[src/rtl/systolic_result_deskew.sv]
// systolic_result_deskew: per-column FWFT FIFOs realigning skewed array results into whole rows
module systolic_result_deskew #(
  parameter int N_COLS = 4,
  parameter int DATA_W = 32,
  parameter int DEPTH  = 8,
  parameter int ROWS   = 4,
  localparam int RW    = ROWS > 1 ? $clog2(ROWS) : 1
) (
  input  logic                       clock_i,
  input  logic                       resetn_i,
  input  logic                       clear_i,
  input  logic [N_COLS-1:0]          col_valid_i,
  input  logic [N_COLS*DATA_W-1:0]   col_data_i,
  output logic                       out_valid_o,
  input  logic                       out_ready_i,
  output logic [N_COLS*DATA_W-1:0]   out_data_o,
  output logic                       out_last_o,
  output logic                       overflow_o,
  output logic [RW-1:0]              row_idx_o
);
  localparam int AW = DEPTH > 1 ? $clog2(DEPTH) : 1;
  localparam int CW = $clog2(DEPTH + 1);
  logic [N_COLS-1:0] w_nonempty;
  logic [N_COLS-1:0] w_drop;
  logic              w_pop;
  logic [RW-1:0]     r_row;
  logic              r_ovf;
  assign out_valid_o = &w_nonempty && !clear_i;
  assign w_pop       = out_valid_o && out_ready_i;
  assign out_last_o  = (r_row == RW'(ROWS - 1)) && out_valid_o;
  assign row_idx_o   = r_row;
  assign overflow_o  = r_ovf;
  for (genvar c = 0; c < N_COLS; c++) begin : g_col
    logic [DATA_W-1:0] r_mem [DEPTH];
    logic [AW-1:0]     r_wp;
    logic [AW-1:0]     r_rp;
    logic [CW-1:0]     r_cnt;
    logic              w_full;
    logic              w_push;
    assign w_full        = r_cnt == CW'(DEPTH);
    // a full FIFO still accepts a write when the row is popped on the same edge
    assign w_push        = col_valid_i[c] && (!w_full || w_pop);
    assign w_drop[c]     = col_valid_i[c] && w_full && !w_pop;
    assign w_nonempty[c] = r_cnt != '0;
    assign out_data_o[c*DATA_W +: DATA_W] = r_mem[r_rp];
    always_ff @(posedge clock_i or negedge resetn_i) begin
      if (!resetn_i) begin
        r_wp  <= '0;
        r_rp  <= '0;
        r_cnt <= '0;
        for (int i = 0; i < DEPTH; i++) r_mem[i] <= '0;
      end else if (clear_i) begin
        r_wp  <= '0;
        r_rp  <= '0;
        r_cnt <= '0;
      end else begin
        if (w_push) begin
          r_mem[r_wp] <= col_data_i[c*DATA_W +: DATA_W];
          r_wp        <= r_wp == AW'(DEPTH - 1) ? '0 : r_wp + AW'(1);
        end
        if (w_pop) r_rp <= r_rp == AW'(DEPTH - 1) ? '0 : r_rp + AW'(1);
        r_cnt <= r_cnt + CW'(w_push) - CW'(w_pop);
      end
    end
  end
  always_ff @(posedge clock_i or negedge resetn_i) begin
    if (!resetn_i) begin
      r_row <= '0;
      r_ovf <= 1'b0;
    end else if (clear_i) begin
      r_row <= '0;
      r_ovf <= 1'b0;
    end else begin
      if (w_pop) r_row <= r_row == RW'(ROWS - 1) ? '0 : r_row + RW'(1);
      if (|w_drop) r_ovf <= 1'b1;
    end
  end
endmodule
[config.mk]
export PLATFORM = sky130hd
export DESIGN_NAME = systolic_result_deskew
export DESIGN_NICKNAME = d
export VERILOG_FILES = /design/src/rtl/systolic_result_deskew.sv
export SDC_FILE = /design/constraint.sdc
export NUM_CORES = 1
export LEC_CHECK = 0
export BUFFER_PORTS_ARGS = -buffer_cell sky130_fd_sc_hd__buf_2
export CORE_ASPECT_RATIO = 0.75
export CORE_MARGIN = 2
export CORE_UTILIZATION = 61
export CTS_CLUSTER_SIZE = 40
export DETAILED_ROUTE_END_ITERATION = 10
export PLACE_DENSITY = 0.8
export RECOVER_POWER = 100
export REMOVE_ABC_BUFFERS = 1
export SETUP_SLACK_MARGIN = 0.15
export SLEW_MARGIN = 20
export SYNTH_ARGS = -nofsm -noshare
export SYNTH_HDL_FRONTEND = slang
export SYNTH_SLANG_ARGS = --single-unit
[constraint.sdc]
create_clock -name clock_i -period 4.1 [get_ports clock_i]
set_clock_uncertainty 0.2 [all_clocks]
set_input_delay 0.82 -clock clock_i [delete_from_list [all_inputs] [get_ports clock_i]]
set_output_delay 0.82 -clock clock_i [all_outputs]
set_load 0.01 [all_outputs]
Word level (Yosys, flattened, before mapping):

Cells that the tools add are included.

* add/subtract/negate cells: 17
* equality and inequality tests: 13
* reduce and logical (&&, ||, !) cells: 45
* multiplexer cells: 57
* bitwise logic cells: 9
* magnitude comparators: 12

Operators by type and width (count)
* bitwise mux 256 bit: 4
* binary-select mux 32 bit (select 3 bit): 4
* demux 32 bit (select 3 bit): 4
* two-way mux 32 bit: 12
* two-way mux 3 bit: 24
* >= comparator 4 bit (second input constant): 8
* NOT 3 -> 4 bit: 8
* adder 3 x 1 -> 3 bit (second input constant): 8
* == test 3 bit (second input constant): 8
* logical AND 1 bit: 19
* adder 4 x 1 -> 4 bit: 4
* == test 4 bit (second input constant): 4
* less-than comparator 4 x 1 -> 1 bit (second input constant): 4
* two-way mux 4 bit: 4
* nonzero test 4 bit: 4
* subtractor 4 x 1 -> 4 bit: 4
* nonzero test 2 bit: 6
* AND reduction 2 bit: 4
* logical NOT 1 bit: 6
* two-way mux 2 bit: 3
* logical OR 1 bit: 4
* AND reduction 4 bit: 1
* OR reduction 4 bit: 1
* adder 2 x 1 -> 2 bit (second input constant): 1
* other kinds (3): 4

* output and inout bits: 133
* input port bits: 136
* logic and storage cells: 199
* register bits: 1067

Depth between registers and ports, before layout:

Gate-level depths: netlist (run 1).

* word-level depth: 9
* mapped depth: 15
* mapped depth without buffers: 14

Worst setup path before layout (run 1):

OpenSTA, ideal clock, no wires.

* kind: register -> register
* start point: reg g_col[2].r_cnt[2]
* end point: reg g_col[0].r_cnt[2]
* period minus slack after synthesis: 3414 ps
* data arrival time: 3083 ps
* data required time: 3768 ps
* setup slack: 686 ps
* cell stages (with the launch flop): 14
* library setup time: 132 ps
* path buffers: 1
* cells stage by stage: dfrtp_1 > inv_1 > ha_1 > or3b_2 > and2_1 > nand2_1 > clkbuf_1 > clkinv_1 > ha_1 > inv_1 > ha_1 > fa_1 > xnor2_1 > nor2_1

* longest elaborated chain between the ends: 9

Ends and longest elaborated chain
* start, declared: line 37 `logic [CW-1:0] r_cnt;`
* start signal, assigned: line 62 `r_cnt <= r_cnt + CW'(w_push) - CW'(w_pop);`
* nonzero test 4 bit (*): line 44 `assign w_nonempty[c] = r_cnt != '0;`
* AND reduction 4 bit (*): line 28 `assign out_valid_o = &w_nonempty && !clear_i;`
* logical AND 1 bit (*): line 28
* logical AND 1 bit (*): line 29 `assign w_pop = out_valid_o && out_ready_i;`
* logical OR 1 bit: line 42 `assign w_push = col_valid_i[c] && (!w_full || w_pop);`
* logical AND 1 bit: line 42
* adder 4 x 1 -> 4 bit: line 62
* subtractor 4 x 1 -> 4 bit (*): line 62
* two-way mux 4 bit (*): line 52 `end else if (clear_i) begin`
* end signal, assigned: line 62
* end, declared: line 37

Mark *: on every way between the ends. The rest lies on a longest branch, timed or not.
A chain may end at the register's enable or synchronous reset.

Final worst setup path (run 1):

* start point: reg g_col[2].r_rp[1]
* end point: out out_data_o[90]

* longest elaborated chain between the ends: 4

Ends and longest elaborated chain
* start, declared: line 36 `logic [AW-1:0] r_rp;`
* start signal, assigned: line 61 `if (w_pop) r_rp <= r_rp == AW'(DEPTH - 1) ? '0 : r_rp + AW'(1);`
* NOT 3 -> 4 bit (implied by the code): line 45 `assign out_data_o[c*DATA_W +: DATA_W] = r_mem[r_rp];`
* binary-select mux 32 bit (select 3 bit): line 45
* two-way mux 32 bit (implied by the code) (2 in a row): line 45
* end, declared: line 16 `output logic [N_COLS*DATA_W-1:0] out_data_o,`

No other way between the ends. The select of a mux whose other input is x is not followed.

==> results of run 1 <==
## what timing repair did
| item | in CTS | in global routing |
|---|---|---|
| setup buffers | 1 | 2 |
| pin swaps | 0 | 0 |
| hold buffers | 1 | 0 |
| cloned | 0 | 0 |
| endpoints found under the setup margin | 5 | 5 |
| endpoints found under the hold margin | 27 | 0 |
## placed cells by master (no fill, tap or decap), types with 9 or more instances in the layout
cell type / netlist / routed
clkbuf_1: 76 / 127
clkinv_2: 0 / 20
buf_2: 83 / 176
nor2b_1: 12 / 12
nor2_1: 20 / 19
a21oi_1: 17 / 17
clkbuf_16: 0 / 103
buf_4: 0 / 19
ha_1: 40 / 40
nand2_1: 35 / 35
mux4_2: 256 / 256
mux2_1: 20 / 62
mux2_2: 1103 / 1091
clkbuf_8: 0 / 24
nand3_1: 11 / 9
clkbuf_2: 0 / 37
diode_2: 0 / 10
buf_12: 0 / 19
nand3b_1: 9 / 9
dfrtp_1: 1067 / 1059
inv_1: 26 / 26
## state kept, by name (all words and copies together), names as in the netlist
register,count
g_col.r_cnt,16
g_col.r_mem,1024
g_col.r_rp,12
g_col.r_wp,12
overflow_o,1
row_idx_o,2
## worst max-delay path: stages (launching register included)
cell and delay [ns]:
dfrtp_2 0.90, clkbuf_2 0.50, mux4_2 0.36, mux2_2 0.31, buf_2 0.15
## cell usage after synthesis (all sizes together), types with 2 or more instances
library cell / number / area share [%]
o21ai: 6 / 0.062
nor4: 5 / 0.13
nor2: 20 / 0.16
mux2: 1153 / 27
a32oi: 2 / 0.036
nand3b: 9 / 0.14
and3: 5 / 0.065
nor3b: 8 / 0.13
fa: 4 / 0.17
ha: 40 / 1.0
or3: 6 / 0.078
nor4b: 2 / 0.062
mux2i: 2 / 0.041
mux4: 256 / 12
or4: 2 / 0.031
nand4b: 4 / 0.073
a31o: 3 / 0.054
clkbuf: 76 / 0.59
nand2: 35 / 0.27
a21o: 4 / 0.062
xnor2: 8 / 0.15
o31ai: 2 / 0.031
nor2b: 12 / 0.16
nand3: 11 / 0.11
a21oi: 18 / 0.19
nor3: 5 / 0.052
buf: 116 / 1.2
a21boi: 2 / 0.039
nand4: 5 / 0.065
inv: 26 / 0.20
dfrtp: 1067 / 55
or4b: 3 / 0.062
and2: 2 / 0.026
## layer usage
metal,vias up,global-route usage (%)
li1,11522,-
met1,14617,36.43
met2,467,44.46
met3,199,5.355
met4,22,8.273
met5,-,0
## cells by family (layout without fill, tap and decap cells)
kind of cell,Yosys count,count (layout)
buffers and inverters,219,577
AND/OR/NAND/NOR,137,137
multiplexers,1411,1411
adder cells (fa/ha/maj),44,44
other,0,10
flip-flops,1067,1067
XOR/XNOR,8,8
AO/OA/AOI/OAI,40,40
## through the flow
stage | worst slack (ns) | cell area [µm²] | std cells | setup TNS, ns
5_1_grt | 0.1154 | 54150 | 4339 | 0
6_report | 0.1835 | 54150 | 4340 | 0
4_1_cts | 0.1858 | 54690 | 4328 | 0
3_5_place_dp | 0.4705 | 51250 | 4142 | 0
2_1_floorplan | -0.4652 | 47420 | 2734 | -85.25
3_3_place_gp | 0.6837 | 51250 | 4142 | 0
## worst max path at each step
stage          slack (ns)                   to  cells after the start
2_1_floorplan       -0.47      out_data_o[100]                      2
3_3_place_gp         0.68    g_col[1].r_cnt[2]                     12
3_5_place_dp         0.47    g_col[1].r_cnt[2]                     12
4_1_cts              0.19       out_data_o[88]                      4
5_1_grt              0.12  g_col[3].r_mem[141]                      4
6_report             0.18       out_data_o[90]                      4
## power breakdown
group	internal (mW)	switching, mW	total (mW)	leakage, nW
Clock	5.55	4.01	9.56	1.68
Combinational	4.41	3.20	7.61	9.25
Sequential	13.0	1.37	14.4	14.2
Total	23.0	8.57	31.6	25.1
## final cells by class
cell class	instances	area, µm²
Inverter	27	101.3
Fill cell	5137	24350
Clock inverter	37	425.4
Tap cell	1046	1309
Antenna cell	10	25.02
Multi-Input combinational cell	1640	20520
Clock buffer	147	2983
Timing Repair Buffer	366	2077
Sequential cell	1067	26710
==> impl_metrics.csv, run 1 <==
group,metric,value,unit
route,drtPass1Iterations,5,
die,die_x,328.8,µm
synthesis,synthMuxAreaShare,39.12,%
final_layout,final_util,68.98,%
min_path,hold_path_depth,2,
synthesis,ys_ff_latch,1067,
grt,grt-ovfl-total,0,
clocking,numCtsBuffers,101,
setup_path,arrival,2.90,ns
clocking,cts_tree,"built",
run_status,violations,"capacitance limit, slew limit",
sta,worst_pin_slew,2.423,ns
route,wl,107.0,mm
sta,fin_crit,3.917,ns
route,ant_nets,0,
run_status,status,"complete, but fails checks",
final_layout,final_net_count,3383,
sta,slew_violations,69,
synthesis,synth_top_family_by_area,"multiplexers",
setup_path,cp-end-kind,"output pin",
synthesis,synth_ff_type,"dfrtp_1",
setup_path,startpoint_type,"flip-flop",
grt,antenna_found_initial,22,
final_layout,areaGrowthSynthToFinish,12.20,%
synthesis,syn-instance-count,2926,
min_path,worstHoldPathType,"in2reg",
grt,grt_max_degree,117,
sta,rsz0062_at_grt,"false",
synthesis,synth_xor_area_share,0.1452,%
die,pin_count,269,
pwr,leakage,25.10,nW
min_path,min_to,"g_col[1].r_mem[33]",
setup_path,crit_type,"reg2out",
synthesis,synth_edf_count,0,
grt,groute.usage.overall,26.89,%
route,drt_iter0_markers,1496,
sta,hold_slack,0.2700,ns
route,highest_layer,"met5",
sta,hold_violations,0,
route,drcViolationCount,0,
route,wire_per_inst,24.64,µm
placement,finalWeightedCongestion,0.7840,
synthesis,postSynthAreaPerCell,16.50,µm²
route,wl_met2,53.48,mm
final_layout,final_layout_size_suffix_gt1_share,54.66,%
job,cap_violations,1,
synthesis,synth_simple_gate_area_share,1.667,%
clocking,h-tree-depth,3,
clocking,clk_path_buf_depth,3,
sta,finalSetupViolCount,0,
sta,maxSlewHeadroom,-61.53,%
synthesis,yosysSeqAreaShare,55.32,%
grt,grt_pass1_wl,170.2,mm
synthesis,ys_warn_count,0,
die,die-area,81410,µm²
synthesis,yosys.cell_types.count,49,
min_path,hold_start,"col_data_i[33]",
setup_path,startpoint,"g_col[2].r_rp[1]",
clocking,cts.clk_slew.worst_paths,0.06,ns
setup_path,r2r-start,"g_col[1].r_cnt[2]",
die,num_rows,89,
placement,place.port_buffers,268,
synthesis,synthArstFlopShare,100.0,%
pwr,finalPower,31.57,mW
grt,grt_pass1_vias,29845,
synthesis,synth_compound_area_share,0.5807,%
synthesis,syn_area,48270,µm²
clocking,cts_resized,0,
die,initial_utilization,61.48,%
placement,place_hpwl,64.14,mm
die,fp.dieH,247.6,µm
route,wl_met1,45.97,mm
pwr,vdd_drop_max,0.4181,mV
route,viasPerCell,6.181,
setup_path,worst-r2r-setup-slack,0.29,ns
route,dr_wl_met3,4.671,mm
die,core-area,78510,µm²
route,vias,26827,
clocking,cts.sinks,1067,
synthesis,yosys.area_share.adder,1.203,%
setup_path,r2r-end,"g_col[2].r_mem[22]",
setup_path,crit_required,3.08,ns
clocking,clk-insertion-delay-late,0.67,ns
sta,min_period_over_period,95.53,%
clocking,root_buffer,"clkbuf_16",
sta,max_freq,0.2553,GHz
setup_path,ff2ff_path_depth,9,
setup_path,crit_path_max_fanout,29,
pwr,p_per_area,583.0,nW/µm²
Note: power is estimated with default switching activity, not from simulation.
==> run 2: changes to the inputs <==
--- a/config.mk
+++ b/config.mk
@@ -6,12 +6,14 @@
 export NUM_CORES = 1
 export LEC_CHECK = 0
 export BUFFER_PORTS_ARGS = -buffer_cell sky130_fd_sc_hd__buf_2
+export CELL_PAD_IN_SITES_DETAIL_PLACEMENT = 0
+export CELL_PAD_IN_SITES_GLOBAL_PLACEMENT = 1
 export CORE_ASPECT_RATIO = 0.75
 export CORE_MARGIN = 2
-export CORE_UTILIZATION = 61
+export CORE_UTILIZATION = 53
 export CTS_CLUSTER_SIZE = 40
 export DETAILED_ROUTE_END_ITERATION = 10
-export PLACE_DENSITY = 0.8
+export PLACE_DENSITY_LB_ADDON = 0.1
 export RECOVER_POWER = 100
 export REMOVE_ABC_BUFFERS = 1
 export SETUP_SLACK_MARGIN = 0.15
==> constraint.sdc (replaced) <==
create_clock -name clock_i -period 4.1 [get_ports clock_i]
set_clock_uncertainty 0.2 [all_clocks]
set_input_delay 0.41 -clock clock_i [delete_from_list [all_inputs] [get_ports clock_i]]
set_output_delay 0.41 -clock clock_i [all_outputs]
set_load 0.01 [all_outputs]
==> run 2 against run 1 <==
Against the previous run: the run still ends with capacitance limit, slew limit left; final area up 3.4%; sequential cell count unchanged; first-iteration DRC count decreased by 8.3%; cell count grew 7.1%; worst setup slack better by 0.10 ns; sequential share of layout area is 1.6 points lower; highest routed layer unchanged.
==> impl_metrics.csv, run 2 (synthesis results as in run 1) <==
group,metric,value,unit
final_layout,areaGrowthSynthToFinish,15.98,%
sta,finalSetupViolCount,0,
setup_path,startpoint,"g_col[2].r_cnt[2]",
sta,min_period_over_period,92.98,%
clocking,clk_path_buf_depth,3,
clocking,cts.sinks,1067,
setup_path,r2r-end,"g_col[3].r_mem[162]",
final_layout,final_util,62.29,%
sta,fin_crit,3.812,ns
sta,slew_violations,81,
setup_path,r2r-start,"g_col[2].r_cnt[2]",
clocking,h-tree-depth,3,
final_layout,reg_top3,"g_col.r_mem (1024), g_col.r_cnt (16)",
clocking,root_buffer,"clkbuf_16",
setup_path,worst-r2r-setup-slack,0.29,ns
sta,tns,0,ns
setup_path,arrival,4.16,ns
run_status,status,"complete, but fails checks",
sta,rsz0062_at_grt,"false",
sta,worst_pin_slew,2.819,ns
route,ant_nets,0,
setup_path,crit_path_max_fanout,32,
pwr,vdd_drop_max,0.5900,mV
final_layout,final_layout_size_suffix_gt1_share,52.16,%
final_layout,largest_reg_flops,1024,
placement,dp_slack,0.5423,ns
grt,grt_pass1_wl,174.9,mm
final_layout,final_net_count,3519,
clocking,cts_tree,"built",
run_status,violations,"capacitance limit, slew limit",
job,cap_violations,1,
final_layout,layout_commonest_cell,"mux2_2",
pwr,finalPower,32.24,mW
route,drtPass1Iterations,4,
grt,grt_pass1_vias,30279,
sta,hold_slack,0.1026,ns
min_path,worstHoldPathType,"in2reg",
route,drcViolationCount,0,
setup_path,cp-end-kind,"flip-flop",
setup_path,crit_required,4.45,ns
die,die-area,93520,µm²
grt,grt_max_degree,107,
pwr,p_per_area,576.0,nW/µm²
min_path,hold_start,"col_valid_i[2]",
sta,max_freq,0.2623,GHz
route,wl,108.8,mm
die,pin_count,269,
clocking,cts.clk_slew.worst_paths,0.06,ns
placement,place.port_buffers,268,
clocking,clk-insertion-delay-late,0.67,ns
route,wire_per_inst,23.39,µm
die,core-area,89860,µm²
sta,maxSlewHeadroom,-87.91,%
route,vias,26965,
grt,groute.usage.overall,23.83,%
die,initial_utilization,53.71,%
route,viasPerCell,5.800,
pwr,leakage,25.73,nW
setup_path,ff2ff_path_depth,9,
setup_path,startpoint_type,"flip-flop",
placement,place_hpwl,65.54,mm
final_layout,largest-register,"g_col.r_mem",
clocking,numCtsBuffers,106,
setup_path,crit_end,"g_col[3].r_mem[162]",
sta,layout_setup_ws,0.2879,ns
placement,finalWeightedCongestion,0.7605,
die,die_x,352.5,µm
die,num_rows,95,
die,fp.dieH,265.3,µm
setup_path,crit_type,"reg2reg",
route,drt_iter0_markers,1372,
grt,grt-ovfl-total,0,
sta,hold_violations,0,
final_layout,final_cell_mix,"1083 x mux2_2, 1056 x dfrtp_1, 256 x mux4_2",
grt,antenna_found_initial,12,
## run 2: cell types whose count changed in the layout (fill, tap and decap cells not counted), sizes merged, moves of 2 or more
cell	change
clkbuf	+33
buf	-17
diode	-3
clkinv	-2
inv	-4
dlygate4sd3	+132
clkinvlp	+3
## run 2: final cells by class
type                       count  area, µm²
antenna                        7      17.52
clock buffer                 164       3349
clock inverter                35      425.4
fill                        6665      33880
inverter                      27      101.3
multi-input combinational   1640      20560
sequential                  1067      26720
tap                         1212       1516
timing repair buffer         497       3288
## run 2: worst min path at each step
stage / end / depth (start not counted) / slack, ns
after floorplan: g_col[0].r_cnt[0] / 0 / -0.09
after global placement: g_col[3].r_mem[162] / 1 / 0.26
after detailed placement: g_col[3].r_mem[162] / 1 / 0.28
after CTS: overflow_o / 5 / 0.04
after global routing: overflow_o / 5 / 0.12
final: overflow_o / 5 / 0.10
## run 2: metal layers
metal  global-route usage, %  vias to the layer above  part of all wire (%)
li1                        -                    11814                     -
met1                   32.31                    14576                    44
met2                   40.36                      409                    50
met3                   4.295                      158                   3.9
met4                   5.556                        8                   2.1
met5                       0                        -                 0.042
## run 2: worst max-delay path, stage by stage, from the launching register on
cell	delay, ns
dfrtp_1	0.37
inv_1	0.10
ha_1	0.16
or3b_2	0.48
and2_0	0.27
a21oi_2	0.40
clkbuf_1	0.33
nor4_4	0.08
clkbuf_2	0.70
mux2_1	0.57
## run 2: where the power goes
part           total, mW  switching, mW  internal [mW]
logic               7.59           3.15           4.44
clock network       10.3           4.08           6.17
registers           14.4           1.36           13.0
## run 2: per-stage QoR
stage          cells  area [µm²]
2_1_floorplan   2734       47420
3_3_place_gp    4309       51380
3_5_place_dp    4309       51390
4_1_cts         4641       56490
5_1_grt         4646       55970
6_report        4649       55980
## run 2: timing repair
action,in CTS,in global routing
endpoints found under the setup margin,0,1
hold endpoints to repair,1098,0
setup buffers,0,1
hold buffers,133,0
resized for setup,0,0
==> run 3: changes to the inputs <==
--- a/config.mk
+++ b/config.mk
@@ -13,7 +13,7 @@
 export CORE_UTILIZATION = 53
 export CTS_CLUSTER_SIZE = 40
 export DETAILED_ROUTE_END_ITERATION = 10
-export PLACE_DENSITY_LB_ADDON = 0.1
+export PLACE_DENSITY = 0.91
 export RECOVER_POWER = 100
 export REMOVE_ABC_BUFFERS = 1
 export SETUP_SLACK_MARGIN = 0.15
==> run 3 against run 2 <==
Against the previous run: the flow still finishes with violations (capacitance limit, slew limit); final area down 0.82%; fmax down 1.2%; core utilization down 0.51 points; count of clock-buffer cells in the layout down 13; sequential power about the same; routed wire length up 1.0%; die area unchanged; worst hold slack worse by 0.027 ns; clock power down 6%; first-iteration DRC count up 26%; cell count down 0.75%; largest cell class unchanged; highest routed layer unchanged.
==> impl_metrics.csv, run 3 (synthesis results as in run 1) <==
group,metric,value,unit
final_layout,final_area,55520,µm²
final_layout,n_fill_cell,6469,
min_path,min_to,"g_col[1].r_cnt[3]",
sta,max_freq,0.2592,GHz
min_path,hold_start,"clear_i",
sta,worst_pin_slew,2.358,ns
final_layout,reg_top3,"g_col.r_mem (1024), g_col.r_cnt (16)",
final_layout,final_layout_size_suffix_gt1_share,51.68,%
sta,fin_crit,3.859,ns
run_status,violations,"capacitance limit, slew limit",
route,drcViolationCount,0,
setup_path,arrival,3.25,ns
route,viasPerCell,5.880,
grt,grt_pass1_vias,30732,
die,core-area,89860,µm²
clocking,root_buffer,"clkbuf_16",
pwr,leakage,25.60,nW
die,die-area,93520,µm²
setup_path,r2r-end,"g_col[2].r_mem[250]",
final_layout,final_util,61.78,%
final_layout,final_cell_mix,"1066 x mux2_2, 1059 x dfrtp_1, 256 x mux4_2",
placement,finalWeightedCongestion,0.7900,
route,wire_per_inst,23.81,µm
min_path,hold_path_depth,3,
placement,place.port_buffers,268,
pwr,switching_share,27.55,%
sta,maxSlewHeadroom,-57.17,%
placement,placed_area,51220,µm²
pwr,clockPowerShare,30.6,%
die,num_rows,95,
placement,place_hpwl,66.55,mm
route,wl,109.9,mm
grt,grt_max_degree,121,
final_layout,layout.cells.non_filler,4614,
pwr,finalPower,31.86,mW
setup_path,startpoint_type,"flip-flop",
grt,grt_pass1_wl,176.4,mm
setup_path,cp-end-kind,"output pin",
pwr,p_per_area,573.8,nW/µm²
sta,finalSetupViolCount,0,
route,drt_iter0_markers,1732,
grt,antenna_found_initial,8,
clocking,cts.sinks,1067,
clocking,clk_path_buf_depth,3,
clocking,cts_tree,"built",
min_path,worstHoldPathType,"in2reg",
final_layout,largest-register,"g_col.r_mem",
clocking,numCtsBuffers,105,
final_layout,final_net_count,3497,
pwr,vdd_drop_max,0.5660,mV
pwr,power_frac_comb,24.1,%
final_layout,largest_reg_flops,1024,
sta,hold_violations,0,
die,initial_utilization,53.71,%
route,drtPass1Iterations,5,
die,die_x,352.5,µm
pwr,p_int,23.08,mW
final_layout,areaGrowthSynthToFinish,15.03,%
grt,grt-ovfl-total,0,
sta,min_period_over_period,94.12,%
setup_path,ff2ff_path_depth,8,
pwr,power_switching,8.777,mW
clocking,clk-insertion-delay-late,0.66,ns
sta,rsz0062_at_grt,"false",
sta,slew_violations,66,
die,fp.dieH,265.3,µm
run_status,status,"complete, but fails checks",
setup_path,r2r-start,"g_col[1].r_cnt[2]",
die,pin_count,269,
route,vias,27131,
job,cap_violations,1,
setup_path,crit_required,3.49,ns
grt,groute.usage.overall,23.89,%
final_layout,multiInputGateArea,20500,µm²
final_layout,seqCellArea,26720,µm²
final_layout,layout_commonest_cell,"mux2_2",
setup_path,crit_path_max_fanout,41,
setup_path,worst-r2r-setup-slack,0.25,ns
setup_path,crit_type,"reg2out",
clocking,cts.clk_slew.worst_paths,0.06,ns
pwr,seqPwrFrac,45.3,%
clocking,h-tree-depth,3,
placement,dp.cells,4290,
route,ant_nets,0,
run 3: changes by cell type in the layout (fill, tap and decap cells not counted), moves of 4 or more:
cell,change
buf_2,+8
clkbuf_1,-26
clkbuf_16,-5
clkbuf_2,+6
clkbuf_8,-11
clkinv_2,+4
dfrtp_2,-4
diode_2,-5
mux2_1,+17
mux2_2,-17
run 3: final cells by class:
type / instances / area share (%)
Timing Repair Buffer: 476 / 5.713
Multi-Input combinational cell: 1640 / 36.93
Clock inverter: 39 / 0.7527
Antenna cell: 2 / 0.009014
Inverter: 27 / 0.1825
Sequential cell: 1067 / 48.13
Tap cell: 1212 / 2.731
Clock buffer: 151 / 5.555
run 3: power by group through the flow:
stage	sequential [mW]	clock, mW	combinational, mW
2_1_floorplan	14.1	0	5.42
3_3_place_gp	14.3	0	7.47
3_5_place_dp	14.6	0	7.83
4_1_cts	14.5	9.94	7.99
5_1_grt	14.8	10.4	8.28
6_report	14.4	9.73	7.68
run 3: repair_timing:
action,4_1_cts,5_1_grt
setup buffers,0,0
endpoints found under the setup margin,0,0
hold buffers,132,0
resized for setup,0,0
endpoints found under the hold margin,1088,0
run 3: worst max-delay path by stage:
stage / start / end / slack, ns / depth (start not counted)
2_1_floorplan: g_col[1].r_cnt[2] / g_col[1].r_mem[160] / -0.41 / 7
3_3_place_gp: g_col[2].r_cnt[2] / g_col[2].r_cnt[2] / 0.75 / 13
3_5_place_dp: g_col[2].r_cnt[2] / g_col[2].r_cnt[2] / 0.58 / 13
4_1_cts: g_col[0].r_rp[0] / out_data_o[6] / 0.32 / 4
5_1_grt: g_col[3].r_rp[1] / out_data_o[126] / 0.11 / 4
6_report: g_col[3].r_rp[1] / out_data_o[121] / 0.24 / 4
run 3: critical path, cell delays in order, from the launching register on:
cell and delay [ns]:
dfrtp_1 1.20, buf_6 0.52, mux4_2 0.39, mux2_2 0.28, clkbuf_1 0.17
run 3: through the flow:
| step | setup WS [ns] | setup TNS [ns] | hold WS [ns] |
|---|---|---|---|
| 6_report | 0.2412 | 0 | 0.07555 |
| 4_1_cts | 0.3196 | 0 | 0.008680 |
| 3_3_place_gp | 0.7491 | 0 | 0.2618 |
| 5_1_grt | 0.1095 | 0 | 0.06628 |
| 3_5_place_dp | 0.5833 | 0 | 0.2721 |
| 2_1_floorplan | -0.4067 | -29.42 | -0.08559 |
run 3: layer usage:
metal	wire, µm	vias to the layer above	GRT usage, %
li1	-	11737	-
met4	2637	10	6.676
met3	4692	195	4.240
met5	64	-	0
met2	54880	525	40.11
met1	47600	14664	32.31
